===== config.mk =====
export PLATFORM = sky130hd
export DESIGN_NAME = p2s_bit_scheduler
export DESIGN_NICKNAME = d
export VERILOG_FILES = /design/src/rtl/p2s_bit_scheduler.sv
export SDC_FILE = /design/constraint.sdc
export NUM_CORES = 1
export LEC_CHECK = 0
export ABC_AREA = 1
export ABC_CLOCK_PERIOD_IN_PS = 2200
export BUFFER_PORTS_ARGS = -buffer_cell sky130_fd_sc_hd__buf_4
export CORE_UTILIZATION = 56
export DETAILED_ROUTE_END_ITERATION = 10
export GPL_TIMING_DRIVEN = 1
export PLACE_DENSITY_LB_ADDON = 0.3
export SYNTH_ARGS = -nofsm -noshare
export SYNTH_HDL_FRONTEND = slang
export SYNTH_SLANG_ARGS = --single-unit

===== constraint.sdc =====
create_clock -name clk -period 2.2 [get_ports clk]
set_input_delay 0.44 -clock clk [delete_from_list [all_inputs] [get_ports clk]]
set_output_delay 0.44 -clock clk [all_outputs]
set_load 0.005 [all_outputs]

===== src/rtl/p2s_bit_scheduler.sv =====
`default_nettype none
// ============================================================================
// Module   : p2s_bit_scheduler
// Purpose  : Serializes 16-QAM slicer decisions ({Q,I}, MSB first) through a
//            2-deep symbol buffer. Tracks frame position and flags sticky
//            buffer overrun and underrun conditions.
// Revision : 1.0 - initial release
// ============================================================================
module p2s_bit_scheduler #(
    parameter int FRAME_SYMS = 16,
    parameter int SYM_CNT_W  = 8
) (
    input  logic                 clk,
    input  logic                 reset,
    input  logic                 sam_clk_en,
    input  logic                 sym_clk_en,
    input  logic [1:0]           from_slicer_I,
    input  logic [1:0]           from_slicer_Q,
    input  logic                 enable,
    input  logic                 err_clear,
    output logic                 p_to_s,
    output logic                 bit_valid,
    output logic                 frame_start,
    output logic [SYM_CNT_W-1:0] sym_idx,
    output logic                 busy,
    output logic                 overrun,
    output logic                 underrun
);

    localparam logic [1:0] c_IDLE  = 2'd0;
    localparam logic [1:0] c_WAIT  = 2'd1;
    localparam logic [1:0] c_RUN   = 2'd2;
    localparam logic [1:0] c_DRAIN = 2'd3;

    localparam logic [SYM_CNT_W-1:0] c_LAST_SYM = SYM_CNT_W'(FRAME_SYMS - 1);

    logic [1:0]           r_state;
    logic [1:0]           w_state_nxt;
    logic [3:0]           r_buf0;      // head of the symbol buffer
    logic [3:0]           r_buf1;
    logic [1:0]           r_cnt;       // occupancy, 0..2
    logic [1:0]           r_bit_cnt;
    logic                 r_p_to_s;
    logic                 r_bit_valid;
    logic                 r_frame_start;
    logic [SYM_CNT_W-1:0] r_sym_idx;
    logic                 r_overrun;
    logic                 r_underrun;

    logic [3:0]           w_word;
    logic                 w_emit;
    logic                 w_pop;
    logic                 w_push_req;
    logic                 w_push;
    logic                 w_drop;
    logic [1:0]           w_bit_cnt_adv;
    logic                 w_to_idle;
    logic                 w_underrun_set;

    assign w_word        = {from_slicer_Q, from_slicer_I};
    assign w_emit        = ((r_state == c_RUN) || (r_state == c_DRAIN)) && sam_clk_en && (r_cnt != 2'd0);
    assign w_pop         = w_emit && (r_bit_cnt == 2'd3);
    assign w_push_req    = sym_clk_en && ((r_state == c_WAIT) || (r_state == c_RUN));
    // A full buffer still accepts a word when the head leaves in the same cycle
    assign w_push        = w_push_req && ((r_cnt != 2'd2) || w_pop);
    assign w_drop        = w_push_req && !w_push;
    assign w_bit_cnt_adv = w_emit ? (r_bit_cnt + 2'd1) : r_bit_cnt;

    // Next-state decision; every entry to IDLE flushes the buffer and frame position
    always_comb begin
        w_state_nxt    = r_state;
        w_to_idle      = 1'b0;
        w_underrun_set = 1'b0;
        case (r_state)
            c_IDLE: begin
                if (enable) w_state_nxt = c_WAIT;
            end
            c_WAIT: begin
                if (!enable) begin
                    w_state_nxt = c_IDLE;
                    w_to_idle   = 1'b1;
                end else if ((r_cnt != 2'd0) || w_push) begin
                    w_state_nxt = c_RUN;
                end
            end
            c_RUN: begin
                if (!enable) begin
                    // On a symbol boundary there is nothing left to drain
                    if (w_bit_cnt_adv == 2'd0) begin
                        w_state_nxt = c_IDLE;
                        w_to_idle   = 1'b1;
                    end else begin
                        w_state_nxt = c_DRAIN;
                    end
                end else if (sam_clk_en && (r_cnt == 2'd0)) begin
                    w_state_nxt    = c_WAIT;
                    w_underrun_set = 1'b1;
                end
            end
            default: begin
                if ((r_bit_cnt == 2'd0) || w_pop) begin
                    w_state_nxt = c_IDLE;
                    w_to_idle   = 1'b1;
                end
            end
        endcase
    end

    // State register
    always_ff @(posedge clk) begin
        if (reset) r_state <= c_IDLE;
        else       r_state <= w_state_nxt;
    end

    // Two-entry symbol buffer; r_buf0 is always the word being serialized
    always_ff @(posedge clk) begin
        if (reset) begin
            r_buf0 <= 4'h0;
            r_buf1 <= 4'h0;
            r_cnt  <= 2'd0;
        end else if (w_to_idle) begin
            r_cnt  <= 2'd0;
        end else begin
            case ({w_push, w_pop})
                2'b10: begin
                    if (r_cnt == 2'd0) r_buf0 <= w_word;
                    else               r_buf1 <= w_word;
                    r_cnt <= r_cnt + 2'd1;
                end
                2'b01: begin
                    r_buf0 <= r_buf1;
                    r_cnt  <= r_cnt - 2'd1;
                end
                2'b11: begin
                    if (r_cnt == 2'd2) begin
                        r_buf0 <= r_buf1;
                        r_buf1 <= w_word;
                    end else begin
                        r_buf0 <= w_word;
                    end
                end
                default: ;
            endcase
        end
    end

    // Bit position within the current symbol and frame position
    always_ff @(posedge clk) begin
        if (reset) begin
            r_bit_cnt <= 2'd0;
            r_sym_idx <= '0;
        end else begin
            if (w_to_idle || w_underrun_set) r_bit_cnt <= 2'd0;
            else                             r_bit_cnt <= w_bit_cnt_adv;

            if (w_to_idle)                   r_sym_idx <= '0;
            else if (w_pop)                  r_sym_idx <= (r_sym_idx == c_LAST_SYM) ? '0 : r_sym_idx + 1'b1;
        end
    end

    // Registered serial output; p_to_s holds between valid pulses
    always_ff @(posedge clk) begin
        if (reset) begin
            r_p_to_s      <= 1'b0;
            r_bit_valid   <= 1'b0;
            r_frame_start <= 1'b0;
        end else begin
            if (w_emit) r_p_to_s <= r_buf0[2'd3 - r_bit_cnt];
            r_bit_valid   <= w_emit;
            r_frame_start <= w_emit && (r_bit_cnt == 2'd0) && (r_sym_idx == '0);
        end
    end

    // Sticky error flags; a new event outranks a simultaneous clear
    always_ff @(posedge clk) begin
        if (reset) begin
            r_overrun  <= 1'b0;
            r_underrun <= 1'b0;
        end else begin
            if (w_drop)              r_overrun  <= 1'b1;
            else if (err_clear)      r_overrun  <= 1'b0;
            if (w_underrun_set)      r_underrun <= 1'b1;
            else if (err_clear)      r_underrun <= 1'b0;
        end
    end

    assign p_to_s      = r_p_to_s;
    assign bit_valid   = r_bit_valid;
    assign frame_start = r_frame_start;
    assign sym_idx     = r_sym_idx;
    assign busy        = (r_state != c_IDLE);
    assign overrun     = r_overrun;
    assign underrun    = r_underrun;

endmodule
`default_nettype wire


==> qor.csv <==
metric,value,unit
outcome,completed,
Layout area overhead,13.79,%
# hold bufs at CTS,0,
final hold violation count,0,
Cell Int Power,0.0006681,W
Via Count,1467,
Pre-Repair DR Iteration Count,4,
share of the synthesized area in the top cell type,34.23,%
Site Rows,18,
Required @ worst endpoint,2.44,ns
Die Ht,55.10,µm
critical path type,flop to flop,
Ys Warns,0,
Post-Syn Nets,249,
placed inst area,1767,µm²
Post-DRT Antenna Nets,0,
Placed Cells,282,
dpl ws,0.2516,ns
"Arr. time, crit path",2.21,ns
Num CTS Buffers,3,
Bufs on Longest Clock Path,2,
die area,3036,µm²
crit end category,flop,
clk sinks,27,
Buffers & Inverters on Critical Path,4,
die width,55.10,µm
skew final,0.006682,ns
first-pass GRT wire length,5168,µm
"commonest cells after routing, fill and taps aside","nand2_1 (51), inv_1 (32), nor2_1 (29)",
Worst-Margin Slew,0.5470,ns
fin crit share,89.42,%
core area,2567,µm²
Fmax achieved,0.5083,GHz
Clock Latency Late Sink,0.33,ns
largest net degree at the start of global routing,18,
ratio of cells with drive above 1 in the final layout,16.80,%
vias in the first global route,1258,
Max Slew Vio Count,0,
# IOs,24,
Comb pwr share,23.6,%
routability cong.,0.8607,
critical path cell sequence,"inv_1, ha_1, inv_1, nand2_1, nand3_4, nor2_1, buf_4, nand2_1, nand2_1, nand2_1, inv_1, nand3_1, nand2_1, nor2_1",
largest cells by area after synthesis,"dfxtp_1 (34%), nand2_1 (12%), inv_1 (7.6%), nand3_1 (7.0%), nor2_1 (6.9%)",
"Seq/Total Area, Yosys",34.23,%
All-Layer GR Usage,23.56,%
CP top delay family,simple AND/OR/NAND/NOR gates,
crit start category,flop,
unrepaired setup endpoints after global routing,no,
fin cells,286,
FILL cells,236,
Fin Setup TNS,0,ns
Clock Power Share,22.4,%
Yosys cell types,25,
Root Buffer,clkbuf_4,
sequential power share,54.0,%
final core utilization,69.98,%
Post-Syn Area,1579,µm²
DP Wirelength,2440,µm
crit path time final,1.967,ns
sw frac,32.21,%
"most common cell after layout, fill and taps aside",nand2_1,
DRC,0,
flop-to-flop setup slack,0.23,ns
Synth Register Bits,27,
drt first-iter violations,33,
worst setup margin,0.2327,ns
fin nets,275,
grt total ovfl,0,
Rel. slew slack,63.29,%
CTS tree,built,
DR WL/cell,10.89,µm
Most common cell on crit path,nand2_1,
IO buf count,23,
Final Routed Wirelength,3115,µm
power per cell area,548.6,nW/µm²
slowest CP cell,dfxtp_1,
Synth Instances,231,
Via density,5.129,
ant diodes,0,
clk slew on worst S/H paths,0.15,ns
starting density of the core,61.50,%
leakage power,0.8554,nW
initial antenna violation count,0,
critical path peak fanout,9,
postcts setup bufs,0,
Syn Area/Cell,6.836,µm²
Psw,0.0003175,W
worst hold path class,input port to flop,
Max-Cap Viols,0,
VDD IR max,430.6,µV
# setup viols final,0,
H-tree levels,1,
Critical Path Max Stage Delay,0.37,ns
post-cts sizing count,0,
design area,1797,µm²
Synth area leader,dfxtp_1,
[power by group through the flow]
stage          Clock (W)  Sequential, W  Combinational (W)
4_1_cts         0.000226       0.000532           0.000232
3_5_place_dp           0       0.000543           0.000231
6_report        0.000221       0.000532           0.000232
3_3_place_gp           0       0.000543           0.000230
2_1_floorplan          0       0.000538           0.000184
5_1_grt         0.000243       0.000536           0.000265
[state kept, by name, indices dropped and copies added (netlist names)]
signal / cells
r_cnt: 2
bit_valid: 1
r_state: 2
r_buf0: 4
overrun: 1
r_buf1: 4
frame_start: 1
underrun: 1
sym_idx: 8
p_to_s: 1
r_bit_cnt: 2
[synth_stat cells]
master / count
a21oi_1: 17
o21ai_0: 5
inv_2: 3
nor3_2: 2
nand2_2: 2
inv_1: 32
xor2_1: 6
nor4_1: 1
nor3_1: 9
buf_4: 1
nand4_1: 2
dfxtp_1: 27
clkinv_1: 1
nor2_2: 2
a31oi_1: 1
nand3b_1: 1
nand3_1: 22
nand2_4: 4
nor2_1: 29
nand3_4: 1
buf_6: 2
o21ai_1: 1
ha_1: 8
nand2_1: 51
nand3_2: 1
[cell families (layout without fill, tap and decap cells)]
| logic type | after synthesis | after routing | share of synthesized area, % |
|---|---|---|---|
| simple gates | 127 | 127 | 37.96 |
| fa+ha+maj | 8 | 8 | 6.339 |
| buf+inv | 39 | 64 | 10.46 |
| xor+xnor | 6 | 6 | 3.328 |
| compound gates | 24 | 24 | 7.686 |
| flops | 27 | 27 | 34.23 |
[worst paths after layout]
kind | startpoint | end | depth (start not counted)
max | r_state[0]$_SDFFE_PP0P_ | r_buf0[1]$_SDFFE_PP0P_ | 14
min | reset | overrun$_SDFFE_PP0P_ | 2
max reg2reg | r_state[0]$_SDFFE_PP0P_ | r_buf0[1]$_SDFFE_PP0P_ | 14
min reg2reg | overrun$_SDFFE_PP0P_ | overrun$_SDFFE_PP0P_ | 2
[layer usage]
layer / wire [µm] / global-route usage, % / vias up
li1: - / - / 781
met1: 1523 / 29.42 / 649
met2: 1442 / 40.96 / 30
met3: 104 / 3.005 / 7
met4: 44 / 8.750 / 0
met5: 0 / 0 / -
[area by class of cell]
type                            count  area, µm²  area share [%]
Multi-Input combinational cell    165      873.3           48.61
Timing Repair Buffer               24      180.2           10.03
Inverter                           36      135.1           7.521
Clock buffer                        3      22.52           1.253
Tap cell                           30      37.54           2.089
Clock inverter                      1      7.507          0.4178
Sequential cell                    27      540.5           30.08
[through the flow]
stage	hold slack, ns	total power (W)
after floorplan	0.4463	0.0007221
after global placement	0.4533	0.0007726
after detailed placement	0.4546	0.0007732
after CTS	0.3054	0.0009900
after global routing	0.2941	0.001045
final	0.3164	0.0009856
[worst register-to-register path: stages (launching register included)]
cell,delay [ns]
dfxtp_1,0.37
inv_1,0.09
ha_1,0.23
inv_1,0.08
nand2_1,0.11
nand3_4,0.10
nor2_1,0.21
buf_4,0.21
nand2_1,0.11
nand2_1,0.09
nand2_1,0.05
inv_1,0.04
nand3_1,0.07
nand2_1,0.09
nor2_1,0.05
No activity file was read; power rests on OpenSTA's default activity.
